[src/rtl/key_event_queue_if.sv]
// rtl/key_event_queue_if.sv - key event stream handshake between the queue and its consumer
interface key_event_queue_if;
  logic       evt_valid;
  logic       evt_ready;
  logic [3:0] evt_code;
  logic       evt_repeat;

  modport master (
    output evt_valid,
    output evt_code,
    output evt_repeat,
    input  evt_ready
  );

  modport slave (
    input  evt_valid,
    input  evt_code,
    input  evt_repeat,
    output evt_ready
  );
endinterface

[src/rtl/key_event_queue.sv]
// rtl/key_event_queue.sv - turns debounced key levels into fresh/auto-repeat events queued in an FWFT FIFO
module key_event_queue #(
  parameter logic [19:0] REPEAT_DELAY = 20'd1_000_000,
  parameter logic [19:0] REPEAT_RATE  = 20'd250_000,
  parameter int          FIFO_DEPTH   = 4
) (
  input  logic                     clk,
  input  logic                     rst,
  input  logic [15:0]              key_deb,
  key_event_queue_if.master        evt,
  output logic                     overflow,
  output logic [7:0]               drop_cnt
);

  localparam int AW = $clog2(FIFO_DEPTH);

  typedef enum logic [1:0] {
    IDLE   = 2'd0,
    DELAY  = 2'd1,
    REPEAT = 2'd2
  } rep_state_t;

  logic [15:0] key_prev_q, key_prev_d;
  logic [15:0] pend_q, pend_d;
  logic [15:0] new_keys, cand;
  logic        fresh_req;
  logic [3:0]  fresh_k;

  rep_state_t  state_q, state_d;
  logic [3:0]  act_q, act_d;
  logic [19:0] rcnt_q, rcnt_d;
  logic        rep_req_q, rep_req_d;

  logic [4:0]  mem_q [FIFO_DEPTH];
  logic [4:0]  mem_d [FIFO_DEPTH];
  logic [AW:0] wr_ptr_q, wr_ptr_d;
  logic [AW:0] rd_ptr_q, rd_ptr_d;
  logic        overflow_q, overflow_d;
  logic [7:0]  drop_cnt_q, drop_cnt_d;

  logic        empty, full, pop, push_req, push_ok, drop;
  logic [4:0]  push_entry;

  // Fresh arbitration: lowest-numbered candidate wins, the rest stay pending.
  always_comb begin
    key_prev_d = key_deb;
    new_keys   = key_deb & ~key_prev_q;
    cand       = pend_q | new_keys;
    fresh_req  = |cand;
    fresh_k    = 4'd0;
    for (int i = 15; i >= 0; i--) begin
      if (cand[i]) fresh_k = 4'(i);
    end
    pend_d = fresh_req ? (cand & ~(16'd1 << fresh_k)) : cand;
  end

  always_comb begin
    empty      = (wr_ptr_q == rd_ptr_q);
    full       = (wr_ptr_q[AW] != rd_ptr_q[AW]) &&
                 (wr_ptr_q[AW-1:0] == rd_ptr_q[AW-1:0]);
    pop        = !empty && evt.evt_ready;
    push_req   = fresh_req || rep_req_q;
    push_entry = fresh_req ? {fresh_k, 1'b0} : {act_q, 1'b1};
    push_ok    = push_req && (!full || pop);
    drop       = push_req && full && !pop;

    mem_d = mem_q;
    if (push_ok) mem_d[wr_ptr_q[AW-1:0]] = push_entry;
    wr_ptr_d   = wr_ptr_q + (AW+1)'(push_ok);
    rd_ptr_d   = rd_ptr_q + (AW+1)'(pop);
    overflow_d = drop;
    drop_cnt_d = (drop && drop_cnt_q != 8'hFF) ? drop_cnt_q + 8'd1 : drop_cnt_q;
  end

  // Any pending repeat is consumed every cycle (served, dropped or superseded
  // by a fresh event), so rep_req only survives when the timer re-arms it.
  always_comb begin
    state_d   = state_q;
    act_d     = act_q;
    rcnt_d    = rcnt_q;
    rep_req_d = 1'b0;
    if (fresh_req) begin
      state_d = DELAY;
      act_d   = fresh_k;
      rcnt_d  = 20'd0;
    end else if (state_q != IDLE && !key_deb[act_q]) begin
      state_d = IDLE;
    end else begin
      case (state_q)
        DELAY: begin
          if (rcnt_q == REPEAT_DELAY - 20'd1) begin
            rep_req_d = 1'b1;
            rcnt_d    = 20'd0;
            state_d   = REPEAT;
          end else begin
            rcnt_d = rcnt_q + 20'd1;
          end
        end
        REPEAT: begin
          if (rcnt_q == REPEAT_RATE - 20'd1) begin
            rep_req_d = 1'b1;
            rcnt_d    = 20'd0;
          end else begin
            rcnt_d = rcnt_q + 20'd1;
          end
        end
        default: begin
          rcnt_d = rcnt_q;
        end
      endcase
    end
  end

  always_ff @(posedge clk or posedge rst) begin
    if (rst) begin
      key_prev_q <= 16'd0;
      pend_q     <= 16'd0;
      state_q    <= IDLE;
      act_q      <= 4'd0;
      rcnt_q     <= 20'd0;
      rep_req_q  <= 1'b0;
      wr_ptr_q   <= '0;
      rd_ptr_q   <= '0;
      overflow_q <= 1'b0;
      drop_cnt_q <= 8'd0;
      for (int i = 0; i < FIFO_DEPTH; i++) mem_q[i] <= 5'd0;
    end else begin
      key_prev_q <= key_prev_d;
      pend_q     <= pend_d;
      state_q    <= state_d;
      act_q      <= act_d;
      rcnt_q     <= rcnt_d;
      rep_req_q  <= rep_req_d;
      wr_ptr_q   <= wr_ptr_d;
      rd_ptr_q   <= rd_ptr_d;
      overflow_q <= overflow_d;
      drop_cnt_q <= drop_cnt_d;
      for (int i = 0; i < FIFO_DEPTH; i++) mem_q[i] <= mem_d[i];
    end
  end

  assign evt.evt_valid  = !empty;
  assign evt.evt_code   = mem_q[rd_ptr_q[AW-1:0]][4:1];
  assign evt.evt_repeat = mem_q[rd_ptr_q[AW-1:0]][0];
  assign overflow       = overflow_q;
  assign drop_cnt       = drop_cnt_q;

endmodule

[src/flat_wrapper.sv]
// flat-port wrapper written by rule: the top's interface ports become plain ports
module key_event_queue_flat 
#(
  parameter logic [19:0] REPEAT_DELAY = 20'd1_000_000,
  parameter logic [19:0] REPEAT_RATE  = 20'd250_000,
  parameter int          FIFO_DEPTH   = 4
)
  (clk, rst, key_deb, overflow, drop_cnt, evt_evt_valid, evt_evt_code, evt_evt_repeat, evt_evt_ready);
  key_event_queue_if evt_i ();
  input  logic clk;
  input  logic rst;
  input  logic [15:0] key_deb;
  output logic overflow;
  output logic [7:0] drop_cnt;
  output wire logic [$bits(evt_i.evt_valid)-1:0] evt_evt_valid;
  output wire logic [$bits(evt_i.evt_code)-1:0] evt_evt_code;
  output wire logic [$bits(evt_i.evt_repeat)-1:0] evt_evt_repeat;
  input wire logic [$bits(evt_i.evt_ready)-1:0] evt_evt_ready;
  assign evt_evt_valid = evt_i.evt_valid;
  assign evt_evt_code = evt_i.evt_code;
  assign evt_evt_repeat = evt_i.evt_repeat;
  assign evt_i.evt_ready = evt_evt_ready;
  key_event_queue #(.REPEAT_DELAY(REPEAT_DELAY), .REPEAT_RATE(REPEAT_RATE), .FIFO_DEPTH(FIFO_DEPTH)) u_core (.clk(clk), .rst(rst), .key_deb(key_deb), .evt(evt_i), .overflow(overflow), .drop_cnt(drop_cnt));
endmodule
[config.mk]
export PLATFORM = sky130hd
export DESIGN_NAME = key_event_queue_flat
export DESIGN_NICKNAME = d
export VERILOG_FILES = /design/src/rtl/key_event_queue_if.sv /design/src/rtl/key_event_queue.sv /design/src/flat_wrapper.sv
export SDC_FILE = /design/constraint.sdc
export NUM_CORES = 1
export LEC_CHECK = 0
export BUFFER_PORTS_ARGS = -buffer_cell sky130_fd_sc_hd__buf_2
export CORE_UTILIZATION = 30
export DETAILED_ROUTE_END_ITERATION = 8
export RECOVER_POWER = 25
export SLEW_MARGIN = 15
export SYNTH_ARGS = -nofsm -noshare
export SYNTH_HDL_FRONTEND = slang
export SYNTH_SLANG_ARGS = --single-unit
[constraint.sdc]
create_clock -name clk -period 3.4 [get_ports clk]
set_clock_uncertainty 0.1 [all_clocks]
set_input_delay 0.17 -clock clk [delete_from_list [all_inputs] [get_ports clk]]
set_output_delay 0.17 -clock clk [all_outputs]
set_load 0.05 [all_outputs]
# Yosys cells after proc, flatten, opt, wreduce, memory -nomap -nowiden
# Index checks and enable logic that the tools add are counted.
# totals
register_bits,94
elab_cells,100
# op_classes
add_sub_neg,4
magnitude_cmp,4
n_eq_ne,9
shifts,1
n_mux,40
bitwise_logic,7
reduce_logical,21
# ops
cell,n
$mux 20,4
$mux 4,16
$pmux 20 s2,1
$and 16x16->16,2
$not 16->16,2
$add 20x1->20 const B,1
$bwmux 20,1
$eq 20x18->1 const B,1
$eq 20x20->1 const B,1
$mux 5,4
$mux 16,1
$or 16x16->16,1
$reduce_or 16->1,1
$shl 1x4->16 const A,1
$bmux 5 s2,1
$demux 5 s2,1
$reduce_bool 3->1,3
$add 8x1->8 const B,1
$logic_and 1x1->1,8
$mux 2,4
$ne 8x8->1 const B,1
$add 3x1->3,2
$ge 3x3->1 const B,2
$not 2->3,2
other kinds (15),24

# Logic depth before layout (Yosys ltp)
# logic_depth
depth_word,23
mapped_depth,9

# Worst setup path before layout
# Ideal clock, no wire load.
# synth_path
path_type,register to register
from,reg u_core.pend_q[6]
to,reg u_core.wr_ptr_q[2]
arrival_ns,2.435
setup_slack_ns,0.742
path_stages_with_launch,9
path_buffers,1
period_less_slack_ns,2.658
cell_sequence,dfrtp_1 or4_4 or4_1 buf_6 o31ai_1 inv_1 ha_1 ha_1 xor2_1
# synth_via
elab_chain_cells,5
# synth_rtl
element,line,rtl
"start, declared",key_event_queue.sv:24,"logic [15:0] pend_q, pend_d;"
"start signal, assigned",key_event_queue.sv:129,pend_q <= pend_d;
$or 16x16->16,key_event_queue.sv:48,cand = pend_q | new_keys;
$reduce_or 16->1,key_event_queue.sv:49,fresh_req = |cand;
$logic_or 1x1->1,key_event_queue.sv:62,push_req = fresh_req || rep_req_q;
$logic_and 1x1->1,key_event_queue.sv:64,push_ok = push_req && (!full || pop);
$add 3x1->3,key_event_queue.sv:69,wr_ptr_d = wr_ptr_q + (AW+1)'(push_ok);
named net u_core.wr_ptr_d[2],key_event_queue.sv:36,"logic [AW:0] wr_ptr_q, wr_ptr_d;"
"end signal, assigned",key_event_queue.sv:134,wr_ptr_q <= wr_ptr_d;
"end, declared",key_event_queue.sv:36,
# The timed path passes the listed nets, and every way through them passes these cells.
# A chain may end at the register's enable or synchronous reset.

# Final worst setup path
# layout_path
from,in key_deb[6]
to,reg u_core.wr_ptr_q[2]
# layout_via
elab_chain_cells,6
# layout_rtl
element,line,rtl
"start, declared",flat_wrapper.sv:12,input logic [15:0] key_deb;
$and 16x16->16,key_event_queue.sv:47,new_keys = key_deb & ~key_prev_q;
$or 16x16->16,key_event_queue.sv:48,
$reduce_or 16->1,key_event_queue.sv:49,
$logic_or 1x1->1,key_event_queue.sv:62,
$logic_and 1x1->1,key_event_queue.sv:64,
$add 3x1->3,key_event_queue.sv:69,
named net u_core.wr_ptr_d[2],key_event_queue.sv:36,
# The timed path passes the listed nets, and every way through them passes these cells.

==> impl_metrics.csv <==
group,metric,value,unit
placed_design,place_area,0.005077,mm²
global_route,grt_overflow_total,0,
yosys,synthAdderAreaFrac,2.404,%
yosys,ys_types,53,
critical_path,crit_type,"input port to flip-flop",
job,max-cap-violations,1,
sta,min_period_over_period,92.00,%
final_layout,drive_above_1_share,14.88,%
critical_path,r2r-end,"u_core.wr_ptr_q[2]",
sta,rsz0062_at_grt,"false",
placed_design,io_buffer_count,33,
power_and_ir_drop,p_per_area,598.9,mW/mm²
global_route,grt_pass1_wl,18380,µm
clock_network,numCtsBuffers,9,
yosys,syn-num-nets,474,
drt,routed_wl,10720,µm
floorplan,start_util,30.81,%
sta,tightest_slew,1.969,ns
yosys,synth-seq-area-share,50.23,%
yosys,synth_xor_area_share,3.366,%
power_and_ir_drop,ir_worst_vdd,0.2999,mV
critical_path,rr_worst_depth,7,
drt,antenna_left,0,
yosys,synth_seq_cells,94,
yosys,ys_warn_count,0,
min_path,whs_path_depth,3,
global_route,grt_pass1_vias,3614,
yosys,syn_area_per_cell,10.50,µm²
drt,routed_via_density,5.175,
sta,min_period,3.128,ns
critical_path,timing.rr.start,"u_core.pend_q[6]",
critical_path,cp_cell_sequence,"dlygate4sd3_1 -> clkbuf_1 -> nor2b_1 -> or4_4 -> or4_1 -> o31ai_1 -> inv_1 -> ha_1 -> ha_1 -> xor2_1",
clock_network,cts-resized-gates,0,
floorplan,dieArea,0.01612,mm²
critical_path,critPathSlowestCell,"or4_1",
critical_path,cp-start-kind,"input port",
critical_path,rrSetupSlack,0.46,ns
yosys,syn_area,0.004683,mm²
clock_network,numClockSinks,94,
drt,vias,3581,
sta,slew_violations,43,
placed_design,dp_hpwl,7511,µm
clock_network,cts_hold_buffers,17,
clock_network,path_clk_slew,0.07,ns
min_path,hold_class,"input port to flip-flop",
yosys,synth_top_family_by_area,"simple AND/OR/NAND/NOR gates",
yosys,synthCells,446,
yosys,yosys.area_share.simple,20.06,%
yosys,synth_flop_cell,"dfrtp_1",
global_route,grt_max_degree,53,
power_and_ir_drop,leakage,2.236,nW
critical_path,slowest_delay,0.73,ns
yosys,postSynth.asyncResetShare,100.0,%
clock_network,clk_latency,0.35,ns
clock_network,ctsRootBufferMaster,"clkbuf_16",
status,status,"finished, violations left",
placed_design,gp_congestion,0.8193,
clock_network,postCtsSetupBuffers,0,
floorplan,die_x,126.9,µm
clock_network,clockBufferDepth,2,
floorplan,io_pins,34,
min_path,hold_path_startpoint,"evt_evt_ready",
critical_path,path_common_cell,"ha_1",
sta,hold_violations,0,
critical_path,cp.required,3.54,ns
sta,slew_headroom,-31.97,%
final_layout,final_cell_area,0.005512,mm²
sta,max_freq,0.3197,GHz
global_route,grt_antenna_before_repair,0,
clock_network,cts_max_level,3,
yosys,muxShareOfSynthArea,7.775,%
floorplan,die_y,126.9,µm
global_route,grt.total_usage,14.50,%
drt,avgRoutedWirePerCell,15.49,µm
final_layout,fin_nets,528,
sta,tns,0,ns
critical_path,crit_path_end_kind,"flip-flop",
yosys,synth_compound_area_share,13.25,%
drt,dr.pass1.iters,4,
floorplan,core,0.01520,mm²
final_layout,n_antenna_cell,0,
min_path,min_to,"u_core.rd_ptr_q[0]",
sta,finalSetupViolations,0,
yosys,synth_edf_count,0,
sta,holdWs,0.1038,ns
clock_network,cts_tree,"yes",
critical_path,critPathMaxFanout,8,
final_layout,area_growth,17.69,%
status,violations,"capacitance limit, slew limit",
drt,drcViolationCount,0,
floorplan,rows,45,
drt,drt_iter0_markers,146,
critical_path,critPathArrivalTime,3.27,ns
[kinds of logic (layout without fill, tap and decap cells)]
logic type	count (synthesis)	in the layout
adders and majority gates	9	9
and+or+nand+nor	178	178
buffers and inverters	33	91
muxes	25	25
AOI/OAI and AO/OA	88	88
xor gates and xnor gates	18	18
other	1	1
DFF	94	94
[flip-flops by register name (all words and copies together), names as in the netlist, 3 cells and up]
signal / flops
u_core.wr_ptr_q: 3
u_core.key_prev_q: 16
u_core.mem_q: 20
u_core.pend_q: 16
u_core.drop_cnt: 8
u_core.rd_ptr_q: 3
u_core.act_q: 4
u_core.rcnt_q: 20
[cells in the mapped netlist (4+ instances only)]
cell / instances / share of area [%]
dfrtp_1: 94 / 50
clkbuf_1: 9 / 0.72
and2_1: 5 / 0.67
a31oi_1: 12 / 1.6
mux2_2: 17 / 4.1
nand3_1: 13 / 1.4
mux4_2: 7 / 3.4
xor2_1: 12 / 2.2
nand2_1: 33 / 2.6
a21oi_1: 29 / 3.1
ha_1: 9 / 2.4
a211oi_1: 4 / 0.64
nor4_1: 8 / 1.1
nand4_1: 6 / 0.80
nand2b_1: 9 / 1.2
nand3b_1: 4 / 0.64
o21ai_0: 18 / 1.9
nor2b_1: 15 / 2.0
or3_1: 7 / 0.94
nor2_1: 44 / 3.5
inv_1: 22 / 1.8
or4_1: 6 / 0.96
o31ai_1: 4 / 0.64
xnor2_1: 6 / 1.1
nor3_1: 10 / 1.1
[per-layer routing]
layer	GRT usage [%]	vias to the layer above	routed length [µm]
met4	6.583	0	274
met1	18.86	1770	5157
li1	-	1724	-
met2	22.79	67	4922
met3	3.543	20	363
met5	0	-	0
[how the worst max path moves through the flow]
stage / start / to / slack, ns / cells after the start
after CTS: key_deb[6] / u_core.wr_ptr_q[2] / 0.31 / 10
after global routing: key_deb[6] / u_core.wr_ptr_q[2] / 0.17 / 10
after detailed placement: key_deb[6] / u_core.wr_ptr_q[2] / 0.47 / 9
after floorplan: rst / u_core.act_q[0] / 0.68 / 1
after global placement: key_deb[6] / u_core.wr_ptr_q[2] / 0.50 / 9
final: key_deb[6] / u_core.wr_ptr_q[2] / 0.27 / 10
[power breakdown]
part / leakage, nW / internal, mW / switching [mW] / total (mW)
combinational: 0.934 / 0.347 / 0.591 / 0.938
clock: 0.142 / 0.535 / 0.429 / 0.964
sequential: 1.16 / 1.26 / 0.142 / 1.40
[stage by stage]
step                setup slack, ns  cells  total power, mW  utilization [%]
global route                 0.1650    692            3.487            36.26
CTS                          0.3087    692            3.344            36.39
finish                       0.2718    692            3.301            36.26
floorplan                    0.6813    446            2.104                -
global placement             0.5040    660            2.319            33.40
detailed placement           0.4666    660            2.352            33.40
[cell usage in the layout, fill, tap and decap left out, types with 10 or more instances in the layout]
| cell type | Yosys | routed |
|---|---|---|
| dlygate4sd3_1 | 0 | 17 |
| nand2_1 | 33 | 33 |
| mux2_2 | 17 | 17 |
| o21ai_0 | 18 | 18 |
| nor3_1 | 10 | 10 |
| xor2_1 | 12 | 12 |
| nor2_1 | 44 | 44 |
| dfrtp_1 | 94 | 94 |
| nand3_1 | 13 | 13 |
| clkbuf_1 | 9 | 16 |
| a21oi_1 | 29 | 29 |
| inv_1 | 22 | 21 |
| nor2b_1 | 15 | 15 |
| buf_2 | 1 | 17 |
| a31oi_1 | 12 | 12 |
[final cells by class]
cell class	count	area, µm²
repair buffers	54	357.8
multi-input cells	319	2198
well taps	188	235.2
inverters	22	83.83
flip-flops and latches	94	2352
clock inverters	4	31.28
clock buffers	11	252.7
fillers	1498	9691
[critical path: cells and delay by family]
family,cells,cell delay (ns)
buffers and inverters,3,0.74
adder cells (fa/ha/maj),2,0.38
AND/OR/NAND/NOR,3,1.41
AO/OA/AOI/OAI,1,0.43
XOR/XNOR,1,0.14
(Power assumes the default switching activity.)
